File: config.mk
export PLATFORM = sky130hd
export DESIGN_NAME = ws2812b_frame_streamer
export DESIGN_NICKNAME = d
export VERILOG_FILES = /design/src/rtl/ws2812b_pkg.sv /design/src/rtl/ws2812b_frame_ram.sv /design/src/rtl/ws2812b_frame_streamer.sv
export SDC_FILE = /design/constraint.sdc
export NUM_CORES = 2
export LEC_CHECK = 0
export ABC_CLOCK_PERIOD_IN_PS = 5500
export BUFFER_PORTS_ARGS = -buffer_cell sky130_fd_sc_hd__buf_2
export CAP_MARGIN = 20
export CORE_MARGIN = 2
export CORE_UTILIZATION = 45
export DETAILED_ROUTE_END_ITERATION = 12
export GPL_ROUTABILITY_DRIVEN = 0
export GPL_TIMING_DRIVEN = 0
export PLACE_DENSITY = 0.7
export SETUP_SLACK_MARGIN = 0.15
export SYNTH_ARGS = -nofsm -noshare
export SYNTH_HDL_FRONTEND = slang
export SYNTH_SLANG_ARGS = --single-unit
File: constraint.sdc
create_clock -name clk -period 5.5 [get_ports clk]
set_input_delay 1.65 -clock clk [delete_from_list [all_inputs] [get_ports clk]]
set_output_delay 1.65 -clock clk [all_outputs]
set_load 0.05 [all_outputs]
File: src/rtl/ws2812b_pkg.sv
// Shared types for the WS2812B frame streamer: LED word width, FSM states and
// the colour record that lines up with the serialiser's {G,R,B} word.
package ws2812b_pkg;

    localparam int unsigned LED_BITS = 24;

    typedef enum logic [1:0] {
        ST_IDLE,
        ST_FETCH,
        ST_PRESENT,
        ST_NEXT
    } fsm_state_t;

    typedef struct packed {
        logic [7:0] g;
        logic [7:0] r;
        logic [7:0] b;
    } led_rgb_t;

endpackage

File: src/rtl/ws2812b_frame_ram.sv
// Double-banked LED colour store: writes go to the back bank, the registered
// read port serves the front bank selected by bank_sel.
module ws2812b_frame_ram
    import ws2812b_pkg::*;
#(
    parameter int unsigned DEPTH = 36,
    parameter int unsigned WIDTH = 24,
    parameter int unsigned AW    = 6
) (
    input  logic             clk,
    input  logic             resetn,
    input  logic             bank_sel,
    input  logic             wr_en,
    input  logic [AW-1:0]    wr_addr,
    input  logic [WIDTH-1:0] wr_data,
    input  logic             rd_en,
    input  logic [AW-1:0]    rd_addr,
    output logic [WIDTH-1:0] rd_data
);

    logic [WIDTH-1:0] mem [2][DEPTH];
    logic [WIDTH-1:0] rd_data_q, rd_data_d;

    // Storage itself is never reset; only the read register is.
    always_ff @(posedge clk) begin
        if (wr_en) begin
            mem[~bank_sel][wr_addr] <= wr_data;
        end
    end

    always_comb begin
        rd_data_d = rd_data_q;
        if (rd_en) begin
            rd_data_d = mem[bank_sel][rd_addr];
        end
    end

    always_ff @(posedge clk or negedge resetn) begin
        if (!resetn) begin
            rd_data_q <= '0;
        end else begin
            rd_data_q <= rd_data_d;
        end
    end

    assign rd_data = rd_data_q;

endmodule

File: src/rtl/ws2812b_frame_streamer.sv
// Frame-paced LED streamer: on each fps tick walks the front bank and hands
// one brightness-scaled 24-bit GRB word at a time to the serialiser.
module ws2812b_frame_streamer
    import ws2812b_pkg::*;
#(
    parameter int unsigned LEDCOUNT   = 36,
    parameter int unsigned COLOR_BITS = 8,
    parameter int unsigned FPS_DIV    = 90000,
    localparam int unsigned AW = (LEDCOUNT > 1) ? $clog2(LEDCOUNT) : 1,
    localparam int unsigned CW = $clog2(FPS_DIV)
) (
    input  logic                    clk,
    input  logic                    resetn,
    input  logic                    wr_en,
    input  logic [AW-1:0]           wr_addr,
    input  logic [3*COLOR_BITS-1:0] wr_data,
    input  logic                    swap_req,
    input  logic [2:0]              brightness_shift,
    output logic                    bitstream_available,
    output logic [LED_BITS-1:0]     bitstream,
    input  logic                    bitstream_read,
    output logic                    frame_busy,
    output logic                    frame_done,
    output logic                    frame_overrun
);

    fsm_state_t             state_q, state_d;
    logic [AW-1:0]          idx_q, idx_d;
    logic [CW-1:0]          cnt_q, cnt_d;
    logic [2:0]             shift_q, shift_d;
    logic                   sel_q, sel_d;
    logic                   pend_q, pend_d;
    logic                   busy_q, busy_d;
    logic                   avail_q, avail_d;
    logic                   done_q, done_d;
    logic                   tick;
    logic                   ram_we;
    logic [3*COLOR_BITS-1:0] rd_data;
    led_rgb_t               pix;

    assign ram_we = wr_en && (32'(wr_addr) < LEDCOUNT);

    ws2812b_frame_ram #(
        .DEPTH (LEDCOUNT),
        .WIDTH (3*COLOR_BITS),
        .AW    (AW)
    ) u_ram (
        .clk      (clk),
        .resetn   (resetn),
        .bank_sel (sel_q),
        .wr_en    (ram_we),
        .wr_addr  (wr_addr),
        .wr_data  (wr_data),
        .rd_en    (state_q == ST_FETCH),
        .rd_addr  (idx_q),
        .rd_data  (rd_data)
    );

    // MSB-justify a channel to 8 bits, then dim by a logical right shift.
    function automatic logic [7:0] expand(input logic [COLOR_BITS-1:0] c, input logic [2:0] sh);
        logic [COLOR_BITS+7:0] w;
        w = {c, 8'h00};
        return w[COLOR_BITS+7:COLOR_BITS] >> sh;
    endfunction

    always_comb begin
        tick    = (cnt_q == '0);
        cnt_d   = tick ? CW'(FPS_DIV - 1) : cnt_q - 1'b1;
        state_d = state_q;
        idx_d   = idx_q;
        sel_d   = sel_q;
        pend_d  = pend_q | swap_req;
        busy_d  = busy_q;
        avail_d = avail_q;
        done_d  = 1'b0;
        shift_d = shift_q;
        case (state_q)
            ST_IDLE: begin
                // A request arriving in the swap cycle itself waits for the next tick.
                if (tick) begin
                    sel_d   = sel_q ^ pend_q;
                    pend_d  = swap_req;
                    idx_d   = '0;
                    busy_d  = 1'b1;
                    state_d = ST_FETCH;
                end
            end
            ST_FETCH: begin
                shift_d = brightness_shift;
                avail_d = 1'b1;
                state_d = ST_PRESENT;
            end
            ST_PRESENT: begin
                if (bitstream_read) begin
                    avail_d = 1'b0;
                    state_d = ST_NEXT;
                end
            end
            ST_NEXT: begin
                if (idx_q == AW'(LEDCOUNT - 1)) begin
                    done_d  = 1'b1;
                    busy_d  = 1'b0;
                    state_d = ST_IDLE;
                end else begin
                    idx_d   = idx_q + 1'b1;
                    state_d = ST_FETCH;
                end
            end
            default: state_d = ST_IDLE;
        endcase
    end

    always_ff @(posedge clk or negedge resetn) begin
        if (!resetn) begin
            state_q <= ST_IDLE;
            idx_q   <= '0;
            cnt_q   <= CW'(FPS_DIV - 1);
            shift_q <= '0;
            sel_q   <= 1'b0;
            pend_q  <= 1'b0;
            busy_q  <= 1'b0;
            avail_q <= 1'b0;
            done_q  <= 1'b0;
        end else begin
            state_q <= state_d;
            idx_q   <= idx_d;
            cnt_q   <= cnt_d;
            shift_q <= shift_d;
            sel_q   <= sel_d;
            pend_q  <= pend_d;
            busy_q  <= busy_d;
            avail_q <= avail_d;
            done_q  <= done_d;
        end
    end

    always_comb begin
        pix.g = expand(rd_data[3*COLOR_BITS-1 -: COLOR_BITS], shift_q);
        pix.r = expand(rd_data[2*COLOR_BITS-1 -: COLOR_BITS], shift_q);
        pix.b = expand(rd_data[COLOR_BITS-1 -: COLOR_BITS], shift_q);
    end

    assign bitstream           = pix;
    assign bitstream_available = avail_q;
    assign frame_busy          = busy_q;
    assign frame_done          = done_q;
    assign frame_overrun       = tick && (state_q != ST_IDLE);

endmodule

==> Word level (Yosys, flattened, before mapping) <==
Memories as Yosys holds them, arrays and structs flattened.
Index checks and enable logic that the tools add are counted.
{ "totals": {"ramBits": 1728, "out_inout_bits": 28, "word_cells": 70, "n_memories": 1, "regBits": 57, "inputBits": 38} }
{ "classes": {"n_shift": 3, "n_bitwise": 5, "order_cmp": 4, "reduce_logical": 13, "addsub": 2, "eq_ne": 8, "mux": 24} }
{ "mem_list": {"columns": ["memory", "words", "width", "rd", "rd_ports_with_merged_regs", "write_ports", "line", "rtl"], "rows": [
  ["u_ram.mem", 2, 864, 1, 0, 1, "ws2812b_frame_ram.sv:21", "logic [WIDTH-1:0] mem [2][DEPTH];"]
]} }
{ "op_table": {"columns": ["op", "count"], "rows": [
  ["$mux W864", 1],
  ["$bmux W24 S6", 1],
  ["$demux W24 S6", 1],
  ["$mux W24", 3],
  ["$shr A8 B3 Y8", 3],
  ["$logic_not A17 Y1", 1],
  ["$mux W17", 1],
  ["$sub A17 B1 Y17 const B", 1],
  ["$ge A7 B7 Y1 const B", 2],
  ["$not A6 Y7", 2],
  ["$mux W6", 2],
  ["$pmux W6 S2", 1],
  ["$mux W1", 9],
  ["$ne A2 B2 Y1 const B", 4],
  ["$pmux W2 S4", 1],
  ["$lt A7 B1 Y1 const B", 1],
  ["$add A6 B1 Y6 const B", 1],
  ["$eq A6 B6 Y1 const B", 1],
  ["$lt A6 B6 Y1 const B", 1],
  ["$reduce_and A2 Y1", 3],
  ["$reduce_and A3 Y1", 2],
  ["$reduce_bool A2 Y1", 3],
  ["$eq A2 B2 Y1 const B", 2],
  ["$mux W2", 2],
  ["7 further kinds", 10]
]} }

==> Depth between registers and ports, before layout <==
{ "logic_depth": {"word_depth": 6, "depth_mapped": 10, "ltp_nobuf": 7} }

==> Hierarchy <==
Synthesis repeated with hierarchy kept, for this count alone.
{ "unflattened": {"cells_unflattened": 3280, "area_unflattened_um2": 69536.7} }
{ "modules_own_cells": {"columns": ["module", "instances", "area_each_um2", "seq_area_each_um2", "cells_each"], "rows": [
  ["ws2812b_frame_ram", 1, 67063.1, 52490.3, 2992],
  ["ws2812b_frame_streamer", 1, 2473.6, 840.8, 288]
]} }

==> Worst setup path before layout <==
OpenSTA, ideal clock, no wires.
{ "synth_timing": {"kind": "reg2out", "startpoint": "register shift_q[1]", "endpoint": "output bitstream[12]", "arrival_time_ns": 2.482, "path_slack_ns": 1.368, "path_buffers": 2, "stages_incl_launch_ff": 5, "required_ns": 3.850, "cell_sequence": "dfrtp_1 > buf_1 > clkbuf_1 > a211oi_1 > a211oi_1"} }
{ "synth_between": {"elab_chain_cells": 1} }
{ "synth_lines": {"columns": ["item", "line", "rtl"], "rows": [
  ["start: declaration", "ws2812b_frame_streamer.sv:30", "logic [2:0] shift_q, shift_d;"],
  ["start signal: assignment", "ws2812b_frame_streamer.sv:128", "shift_q <= shift_d;"],
  ["$shr A8 B3 Y8", "ws2812b_frame_streamer.sv:63", "return w[COLOR_BITS+7:COLOR_BITS] >> sh;"],
  ["end: declaration", "ws2812b_frame_streamer.sv:20", "output logic [LED_BITS-1:0] bitstream,"]
]} }
Every way passes these cells.

==> Worst setup path after layout <==
{ "layout_timing": {"startpoint": "register shift_q[1]", "endpoint": "output bitstream[19]"} }
The elaborated chain is that of the path after synthesis.

==> flow_metrics.tcl <==
set metrics [dict create \
    status "completed" \
    start_util 0.454 \
    combinationalPowerShare 0.221 \
    tightest_slew_ns 1.16 \
    syn_avg_cell_area_sq_um 21.9 \
    fmaxAchievable_mhz 207 \
    cts_tree "done" \
    cp.arrival_ns 3.17 \
    drc 0 \
    io_pins 66 \
    dieHeight_um 396 \
    routed_wl_um 170000 \
    p_leak_nw 25.0 \
    fill_cells 11600 \
    netSwitchingFraction 0.294 \
    rsz0062_at_grt "false" \
    power.density_mw_per_mm2 436 \
    synth_fp_nets 3205 \
    seq_area_frac_synth 0.770 \
    grt_pass1_wl_um 245000 \
    drive_gt1_frac 0.268 \
    multi_input_area_sq_mm 0.0156 \
    postLayoutSetupSlackWorst_ns 0.676 \
    final_util 0.519 \
    synth-main-ff-cell "edfxtp_1" \
    crit_fanout 10 \
    cts_setup_buffers 0 \
    final.period_utilization 0.877 \
    min_from "cnt_q[0]" \
    start_kind "register" \
    timing.rr.end "u_ram.rd_data[4]" \
    clk_latency_ns 0.79 \
    cts.path.max_buffers 3 \
    fin_crit_ns 4.82 \
    r2r-start "idx_q[0]" \
    maxSlewViolCount 0 \
    setup_viol 0 \
    p_clk_frac 0.337 \
    drt_iter0_markers 4651 \
    peakVddDrop_mv 0.349 \
    yosysWarningCount 0 \
    clock-sinks 1785 \
    async_flop_share 0.0319 \
    synth_area_sq_mm 0.0693 \
    hold_buffers 0 \
    hold_depth 1 \
    dr.pass1.iters 6 \
    maxCapViolCount 0 \
    grt_usage 0.217 \
    detail_route.wl_per_cell_um 30.2 \
    die-area_sq_mm 0.157 \
    htree_levels 4 \
    final_cell_mix "edfxtp_1, mux4_2, clkbuf_16" \
    viasPerCell 6.09 \
    clk_pin_slew_ns 0.06 \
    die_w_um 396 \
    critPathRequiredTime_ns 3.85 \
    area_delta_synth_final_pct 14.3 \
    hold_viol_final 0 \
    fp.coreArea_sq_mm 0.152 \
    synth_edf_count 1728 \
    crit_path_end_kind "output pin" \
    hold_class "register to register" \
    grt_max_degree 73 \
    power_frac_seq 0.442 \
    cp_slowest_cell "buf_1" \
    worstSetupStartpoint "shift_q[1]" \
    synth_seq_cells 1785 \
    ant_nets 0 \
    dpl.hpwl_um 110000 \
    reg2reg_slack_ns 1.44 \
    syn_inst 3159 \
    rows 143 \
    finalInstanceArea_sq_mm 0.0792 \
    crit_type "register to output pin" \
    grt_pass1_vias 34300 \
    io_buffers 63 \
    hold_end "cnt_q[0]" \
    n_antenna_cell 0 \
    max_slew_margin 0.222 \
    layout_commonest_cell "edfxtp_1" \
    switching_power_mw 10.2 \
    ctsResizeCount 0 \
    path_cells "buf_1, clkbuf_1, nand2b_1, o22ai_1, buf_2" \
    reg2reg_depth 9 \
    slowest_delay_ns 0.52 \
    final.setup_skew_ns 0.0332 \
    post-place-ws_ns 0.588 \
    cts_inserted_buffers 176 \
    nets 3495 \
    overflow 0 \
    cts_root_buffer "clkbuf_16" \
    internal_power_mw 24.4 \
    synth_cell_types 50 \
    antenna_found_initial 9 \
    num_vias 34300 \
    dpl_cell_area_sq_mm 0.0736 \
    regArea_sq_mm 0.0533 \
]
-- how the worst max path moves through the flow --
stage                         to  cells past startpoint
6_report           bitstream[19]                      5
5_1_grt             bitstream[0]                      7
4_1_cts            bitstream[19]                      5
3_5_place_dp   u_ram.mem[0][101]                      7
3_3_place_gp   u_ram.mem[1][846]                      6
2_1_floorplan      bitstream[12]                      4
-- area by class of cell --
class                   instances  share of cell area
multi-input cells            1194               0.197
flip-flops and latches       1785               0.674
well taps                    2030              0.0321
clock buffers                 227              0.0595
plain buffers                 170              0.0100
clock inverters               100              0.0108
repair buffers                112              0.0168
inverters                      10            0.000474
-- synthesized netlist by cell type (all sizes together) (3+ instances only) --
master / instances / area [sq um]
edfxtp: 1728 / 51900
mux4: 448 / 10100
mux2i: 178 / 1780
nor2: 159 / 597
buf: 85 / 474
clkbuf: 85 / 319
nand2: 83 / 312
o22ai: 50 / 313
dfrtp: 45 / 1130
a21oi: 36 / 180
o21ai: 36 / 180
a22oi: 26 / 195
a41o: 22 / 220
nand3: 14 / 70.1
nor2b: 13 / 81.3
dfstp: 12 / 315
mux2: 12 / 135
inv: 10 / 37.5
nand3b: 10 / 75.1
ha: 8 / 100
nor3: 8 / 40.0
a221o: 7 / 70.1
nand2b: 7 / 43.8
xnor2: 7 / 61.3
xor2: 7 / 61.3
a211oi: 6 / 45.0
a221oi: 6 / 52.6
and2: 6 / 37.5
o211ai: 6 / 45.0
a22o: 5 / 43.8
nand4: 5 / 31.3
nor4: 4 / 31.3
o2bb2ai: 4 / 35.0
or3: 4 / 25.0
a21o: 3 / 22.5
or2: 3 / 18.8
-- power groups by stage --
stage               Combinational, mW  Sequential, mW  Clock [mW]
CTS                              7.55            15.3        11.8
finish                           7.62            15.3        11.7
global route                     7.89            15.3        12.3
detailed placement               7.51            15.5           0
floorplan                        4.55            15.4           0
global placement                 7.36            15.6           0
-- critical path, delay by kind of cell, from the launching register on --
kind            cells  cell delay (ns)
compound gates      1             0.35
buf+inv             3             1.35
flops               1             0.41
simple gates        1             0.27
-- cell families (layout without fill, tap and decap cells) --
kind of cell               count (synthesis)  after routing  synth area share
xor gates and xnor gates                  14             14           0.00177
AOI/OAI and AO/OA                        215            215            0.0212
adders and majority gates                  8              8           0.00145
buffers and inverters                    180            619            0.0120
DFF                                     1785           1785             0.770
and+or+nand+nor                          319            319            0.0201
muxes                                    638            638             0.173
-- flip-flops by register name, indices dropped and copies added, names as in the netlist --
signal / count
bitstream_available: 1
cnt_q: 17
frame_busy: 1
frame_done: 1
idx_q: 6
pend_q: 1
sel_q: 1
shift_q: 3
state_q: 2
u_ram.mem: 1728
u_ram.rd_data: 24
-- per-stage QoR --
step                      hold slack, ns  cells  setup TNS [ns]  total power [mW]
final                              0.481   5628               0              34.5
after CTS                          0.479   5625               0              34.6
after global placement             0.448   5252         -295.51              22.9
after detailed placement           0.457   5298               0              23.0
after global routing               0.494   5628               0              35.4
after floorplan                    0.436   3159               0              20.0
-- metal layers --
layer / vias to the layer above / GRT usage / wire length [um]
met5: - / 0 / 76
li1: 13900 / - / -
met1: 18400 / 0.306 / 68400
met3: 269 / 0.0458 / 15100
met4: 12 / 0.0872 / 6880
met2: 1705 / 0.334 / 79700
Power figures use the tool's default switching activity.
